[config.mk]
export PLATFORM = sky130hd
export DESIGN_NAME = maze_gen_dfs
export DESIGN_NICKNAME = d
export VERILOG_FILES = /design/src/rtl/maze_gen_dfs.sv
export SDC_FILE = /design/constraint.sdc
export NUM_CORES = 2
export LEC_CHECK = 0
export CAP_MARGIN = 20
export CORE_ASPECT_RATIO = 1.5
export CORE_MARGIN = 2
export CORE_UTILIZATION = 30
export DETAILED_ROUTE_END_ITERATION = 8
export PLACE_DENSITY_LB_ADDON = 0.3
export SLEW_MARGIN = 30
export SYNTH_ARGS = -nofsm -noshare
export SYNTH_HDL_FRONTEND = slang
export SYNTH_SLANG_ARGS = --single-unit
[constraint.sdc]
create_clock -name clk -period 13.4 [get_ports clk]
set_input_delay 1.34 -clock clk [delete_from_list [all_inputs] [get_ports clk]]
set_output_delay 1.34 -clock clk [all_outputs]
set_load 0.01 [all_outputs]
[src/rtl/maze_gen_dfs.sv]
// Randomised depth-first (recursive backtracker) maze generator for a WIDTH x HEIGHT grid.
// One carve or one stack pop per cycle; wall bitmaps are valid whenever busy is low.
module maze_gen_dfs #(
  parameter int unsigned WIDTH     = 15,
  parameter int unsigned HEIGHT    = 10,
  parameter logic [31:0] LFSR_TAPS = 32'h80200003
) (
  input  logic                         clk,
  input  logic                         rst,
  input  logic                         enable,
  input  logic [31:0]                  seed,
  output logic                         busy,
  output logic                         done,
  output logic [WIDTH*(HEIGHT+1)-1:0]  h_walls,
  output logic [(WIDTH+1)*HEIGHT-1:0]  v_walls
);

  localparam int unsigned N  = WIDTH * HEIGHT;
  localparam int unsigned CW = (N > 1) ? $clog2(N) : 1;
  localparam int unsigned XW = (WIDTH > 1) ? $clog2(WIDTH) : 1;
  localparam int unsigned YW = (HEIGHT > 1) ? $clog2(HEIGHT) : 1;
  localparam int unsigned SD = (N > 1) ? N - 1 : 1;
  localparam int unsigned HB = WIDTH * (HEIGHT + 1);
  localparam int unsigned VB = (WIDTH + 1) * HEIGHT;
  localparam int          W  = int'(WIDTH);
  localparam int          H  = int'(HEIGHT);

  typedef enum logic [1:0] {StIdle, StInit, StStep, StDone} state_e;

  state_e          state_q, state_d;
  logic [31:0]     lfsr_q, lfsr_d, lfsr_adv;
  logic [HB-1:0]   h_q, h_d;
  logic [VB-1:0]   v_q, v_d;
  logic [N-1:0]    vis_q, vis_d;
  logic [XW-1:0]   x_q, x_d;
  logic [YW-1:0]   y_q, y_d;
  logic [CW-1:0]   sp_q, sp_d;
  logic [CW-1:0]   stack_q [SD];
  logic            push;
  logic [CW-1:0]   cur_idx;
  logic [3:0]      nb;
  logic [1:0]      dir;
  int              ci;

  // Unvisited in-bounds neighbours and the LFSR-rotated first choice among them.
  always_comb begin
    logic [1:0] cand;
    int xi, yi;
    xi    = int'(x_q);
    yi    = int'(y_q);
    ci    = yi * W + xi;
    nb[0] = (yi > 0)     && !vis_q[(yi > 0)     ? ci - W : ci];
    nb[1] = (xi + 1 < W) && !vis_q[(xi + 1 < W) ? ci + 1 : ci];
    nb[2] = (yi + 1 < H) && !vis_q[(yi + 1 < H) ? ci + W : ci];
    nb[3] = (xi > 0)     && !vis_q[(xi > 0)     ? ci - 1 : ci];
    dir   = lfsr_q[1:0];
    cand  = lfsr_q[1:0];
    for (int k = 3; k >= 0; k--) begin
      cand = lfsr_q[1:0] + 2'(k);
      if (nb[cand]) dir = cand;
    end
    cur_idx = CW'(ci);
  end

  assign lfsr_adv = lfsr_q[0] ? ((lfsr_q >> 1) ^ LFSR_TAPS) : (lfsr_q >> 1);

  always_ff @(posedge clk) begin
    if (!rst) begin
      state_q <= StIdle;
      lfsr_q  <= 32'h1;
      h_q     <= '1;
      v_q     <= '1;
      vis_q   <= '0;
      x_q     <= '0;
      y_q     <= '0;
      sp_q    <= '0;
    end else begin
      state_q <= state_d;
      lfsr_q  <= lfsr_d;
      h_q     <= h_d;
      v_q     <= v_d;
      vis_q   <= vis_d;
      x_q     <= x_d;
      y_q     <= y_d;
      sp_q    <= sp_d;
    end
  end

  always_ff @(posedge clk) begin
    if (push) stack_q[sp_q] <= cur_idx;
  end

  // DONE lasts one cycle so that done can be decoded straight from the state.
  always_comb begin
    state_d = state_q;
    unique case (state_q)
      StIdle, StDone: state_d = enable ? StInit : StIdle;
      StInit:         state_d = StStep;
      StStep:         if (nb == 4'b0 && sp_q == '0) state_d = StDone;
      default:        state_d = StIdle;
    endcase
  end

  always_comb begin
    busy = (state_q == StInit) || (state_q == StStep);
    done = (state_q == StDone);
  end

  always_comb begin
    int pi;
    pi     = 0;
    lfsr_d = lfsr_q;
    h_d    = h_q;
    v_d    = v_q;
    vis_d  = vis_q;
    x_d    = x_q;
    y_d    = y_q;
    sp_d   = sp_q;
    push   = 1'b0;
    unique case (state_q)
      StIdle, StDone: begin
        if (enable) lfsr_d = (seed == 32'h0) ? 32'h1 : seed;
      end
      StInit: begin
        h_d      = '1;
        v_d      = '1;
        vis_d    = '0;
        vis_d[0] = 1'b1;
        x_d      = '0;
        y_d      = '0;
        sp_d     = '0;
      end
      StStep: begin
        lfsr_d = lfsr_adv;
        if (nb != 4'b0) begin
          push = 1'b1;
          sp_d = sp_q + 1'b1;
          unique case (dir)
            2'd0: begin h_d[ci] = 1'b0;         y_d = y_q - 1'b1; vis_d[ci - W] = 1'b1; end
            2'd1: begin v_d[ci + ci / W + 1] = 1'b0; x_d = x_q + 1'b1; vis_d[ci + 1] = 1'b1; end
            2'd2: begin h_d[ci + W] = 1'b0;     y_d = y_q + 1'b1; vis_d[ci + W] = 1'b1; end
            default: begin v_d[ci + ci / W] = 1'b0; x_d = x_q - 1'b1; vis_d[ci - 1] = 1'b1; end
          endcase
        end else if (sp_q != '0) begin
          sp_d = sp_q - 1'b1;
          pi   = int'(stack_q[sp_q - 1'b1]);
          x_d  = XW'(pi % W);
          y_d  = YW'(pi / W);
        end
      end
      default: ;
    endcase
  end

  assign h_walls = h_q;
  assign v_walls = v_q;

endmodule

==> metrics.yaml <==
synth_top_cell_area_share: 0.444
synth_edf_count: 1192
hold_viol: 0
cap_violations: 0
grt_pass1_wl_um: 457000
antenna_found_initial: 13
dp_hpwl_um: 226000
period_needed_ns: 12.15
wl_um: 326000
clock.fmax_mhz: 82.3
cts_sinks: 1717
crit_arrival_ns: 12.86
clockBufferDepth: 4
crit_family: "adder cells"
finClkSkew_ns: 0.0862
io_buffers: 361
cts_resized: 0
h-tree-depth: 4
wl_per_cell_um: 32.2
clock_latency_ns: 0.87
cts-buffers-inserted: 174
yosys_warnings: 0
synthMostInstantiatedCell: "edfxtp_1"
drtPass1Iterations: 9
ys_ff_latch: 1717
cp_max_fo: 31
outcome: "finished clean"
setup_viol: 0
grt_use_total: 0.232
synth_top_area_cell: "edfxtp_1"
drive_gt1_frac: 0.176
async_flop_share: 0
slowest_stage: "and4_1"
initial_core_util: 0.301
via_count: 60300
crit_top_cell: "nand2_1"
cp-start-kind: "register"
grt_pass1_vias: 59400
path_buf_inv: 6
cts_root_buffer: "clkbuf_16"
die_width_um: 427
tightestPinTransition_ns: 1.24
synth_area_per_cell_um2: 12.9
syn_area_um2: 80600
path_class: "reg -> reg"
io_pins: 362
endpoint_kind: "register"
drv_slew: 0
grt_max_degree: 211
clkTransAtPathRegs_ns: 0.06
cts_setup_buffers: 0
critPathMaxStageDelay_ns: 0.65
synth_cells: 6246
hold_class: "reg -> reg"
slew_headroom: 0.173
synth_top_cells_by_count: "edfxtp_1, nand2_1, dfxtp_1, nor2_1, mux4_2"
fin_crit_sh: 0.907
via_per_inst: 5.95
grt_overflow: 0
synthTopCellsByArea: "edfxtp_1, dfxtp_1, mux4_2"
area_growth_pct: 17.4
rsz0062_at_grt: "no"
synth-main-ff-cell: "edfxtp_1"
final_nets: 6574
gp_congestion: 1.04
syn-num-nets: 6342
cp.required_ns: 14.11
tns_ns: 0
drtAntennaViolNets: 0
die_y_um: 639
ys_seq_area_frac: 0.575
cts_hold_buf: 0
dieArea_um2: 273000
std_cell_rows: 233
core_area_um2: 268000
route.detailed.drc: 0
drt_iter0_drc: 7163
cts_tree: "built"
ys_types: 109
-- routing by layer --
layer | global-route usage | part of all wire | vias to the layer above
met5 | 0 | 0.00013 | -
met4 | 0.175 | 0.091 | 8
met3 | 0.0405 | 0.072 | 1150
met2 | 0.398 | 0.50 | 3388
met1 | 0.255 | 0.34 | 30600
li1 | - | - | 25200
-- path summary, 6_finish.rpt --
check / from / cells after the start / endpoint / slack, ns
worst max-delay path: y_q[0] / 46 / v_walls[34] / 1.25
worst min-delay path: lfsr_q[21] / 2 / lfsr_q[21] / 0.46
worst max register to register: y_q[0] / 46 / v_walls[34] / 1.25
worst min register to register: lfsr_q[21] / 2 / lfsr_q[21] / 0.46
-- kinds of logic after synthesis --
group,share of synthesized area
adders and majority gates,0.0107
AOI/OAI and AO/OA,0.139
buffers and inverters,0.0321
DFF,0.575
and+or+nand+nor,0.0882
xor gates and xnor gates,0.00959
muxes,0.146
-- sequential cells by signal, summed over array words and instances (netlist names) --
| register | cells |
|---|---|
| sp_q | 8 |
| x_q | 4 |
| state_q | 2 |
| lfsr_q | 32 |
| h_walls | 165 |
| v_walls | 160 |
| stack_q | 1192 |
| vis_q | 150 |
| y_q | 4 |
-- layout by cell type (no fill, tap or decap), types with 24 or more instances in the layout --
master           Yosys  final
nor2_2               1     24
o22ai_1             53     51
o211ai_1            25     25
ha_1                51     44
nand4_1             38     38
a211oi_1            40     39
a31oi_1             76     73
a32oi_1             81     81
a32o_1              25     25
a221o_1             24     24
o21ai_0            366    366
a31o_2              47     47
buf_4               28    186
xnor2_1             63     48
nand2_1            663    651
dfxtp_1            525    524
o21ai_1             49     44
inv_1               59     58
clkdlybuf4s50_1      0    360
mux4_2             450    450
a221oi_1            54     54
and3_1              61     61
nand3_1            121    121
o211a_1             24     24
a21oi_1            169    168
mux2i_1            133    130
clkbuf_16            0    179
nor3_1              68     56
clkinv_1             5     28
edfxtp_1          1192   1192
a22o_1              43     43
o221ai_1            44     44
a22oi_1            289    287
clkinv_2             0     26
nor2b_1             24     24
clkbuf_1           360     38
nor2_1             454    424
-- worst register-to-register path: cells and delay by family (launching register included) --
kind	cells	cell delay [ns]
buffers and inverters	6	0.73
AND/OR/NAND/NOR	10	2.21
AO/OA/AOI/OAI	17	3.87
multiplexers	3	0.89
flip-flops	1	0.46
adder cells (fa/ha/maj)	10	3.90
-- metrics by stage --
| stage | setup WS [ns] | utilization | instances | cell area (um2) | hold WS, ns |
|---|---|---|---|---|---|
| final | 1.25 | 0.353 | 10100 | 94600 | 0.460 |
| after global routing | 0.318 | 0.353 | 10100 | 94600 | 0.476 |
| after CTS | 1.44 | 0.352 | 10100 | 94400 | 0.460 |
| after detailed placement | 1.50 | 0.332 | 9822 | 88900 | 0.450 |
| after global placement | 1.78 | 0.331 | 9814 | 88600 | 0.444 |
| after floorplan | 3.10 | - | 6246 | 80600 | 0.432 |
-- area by class of cell --
class | count | area (um2)
Clock buffer | 232 | 4830
Clock inverter | 75 | 664
Timing Repair Buffer | 574 | 5490
Multi-Input combinational cell | 3940 | 32600
Antenna cell | 9 | 22.5
Sequential cell | 1717 | 46300
Tap cell | 3525 | 4410
Inverter | 71 | 292
Fill cell | 25900 | 173000
Power is left out: the tool's default activity adds up to more than one toggle a clock period on the data nets, which glitch-free logic cannot reach.
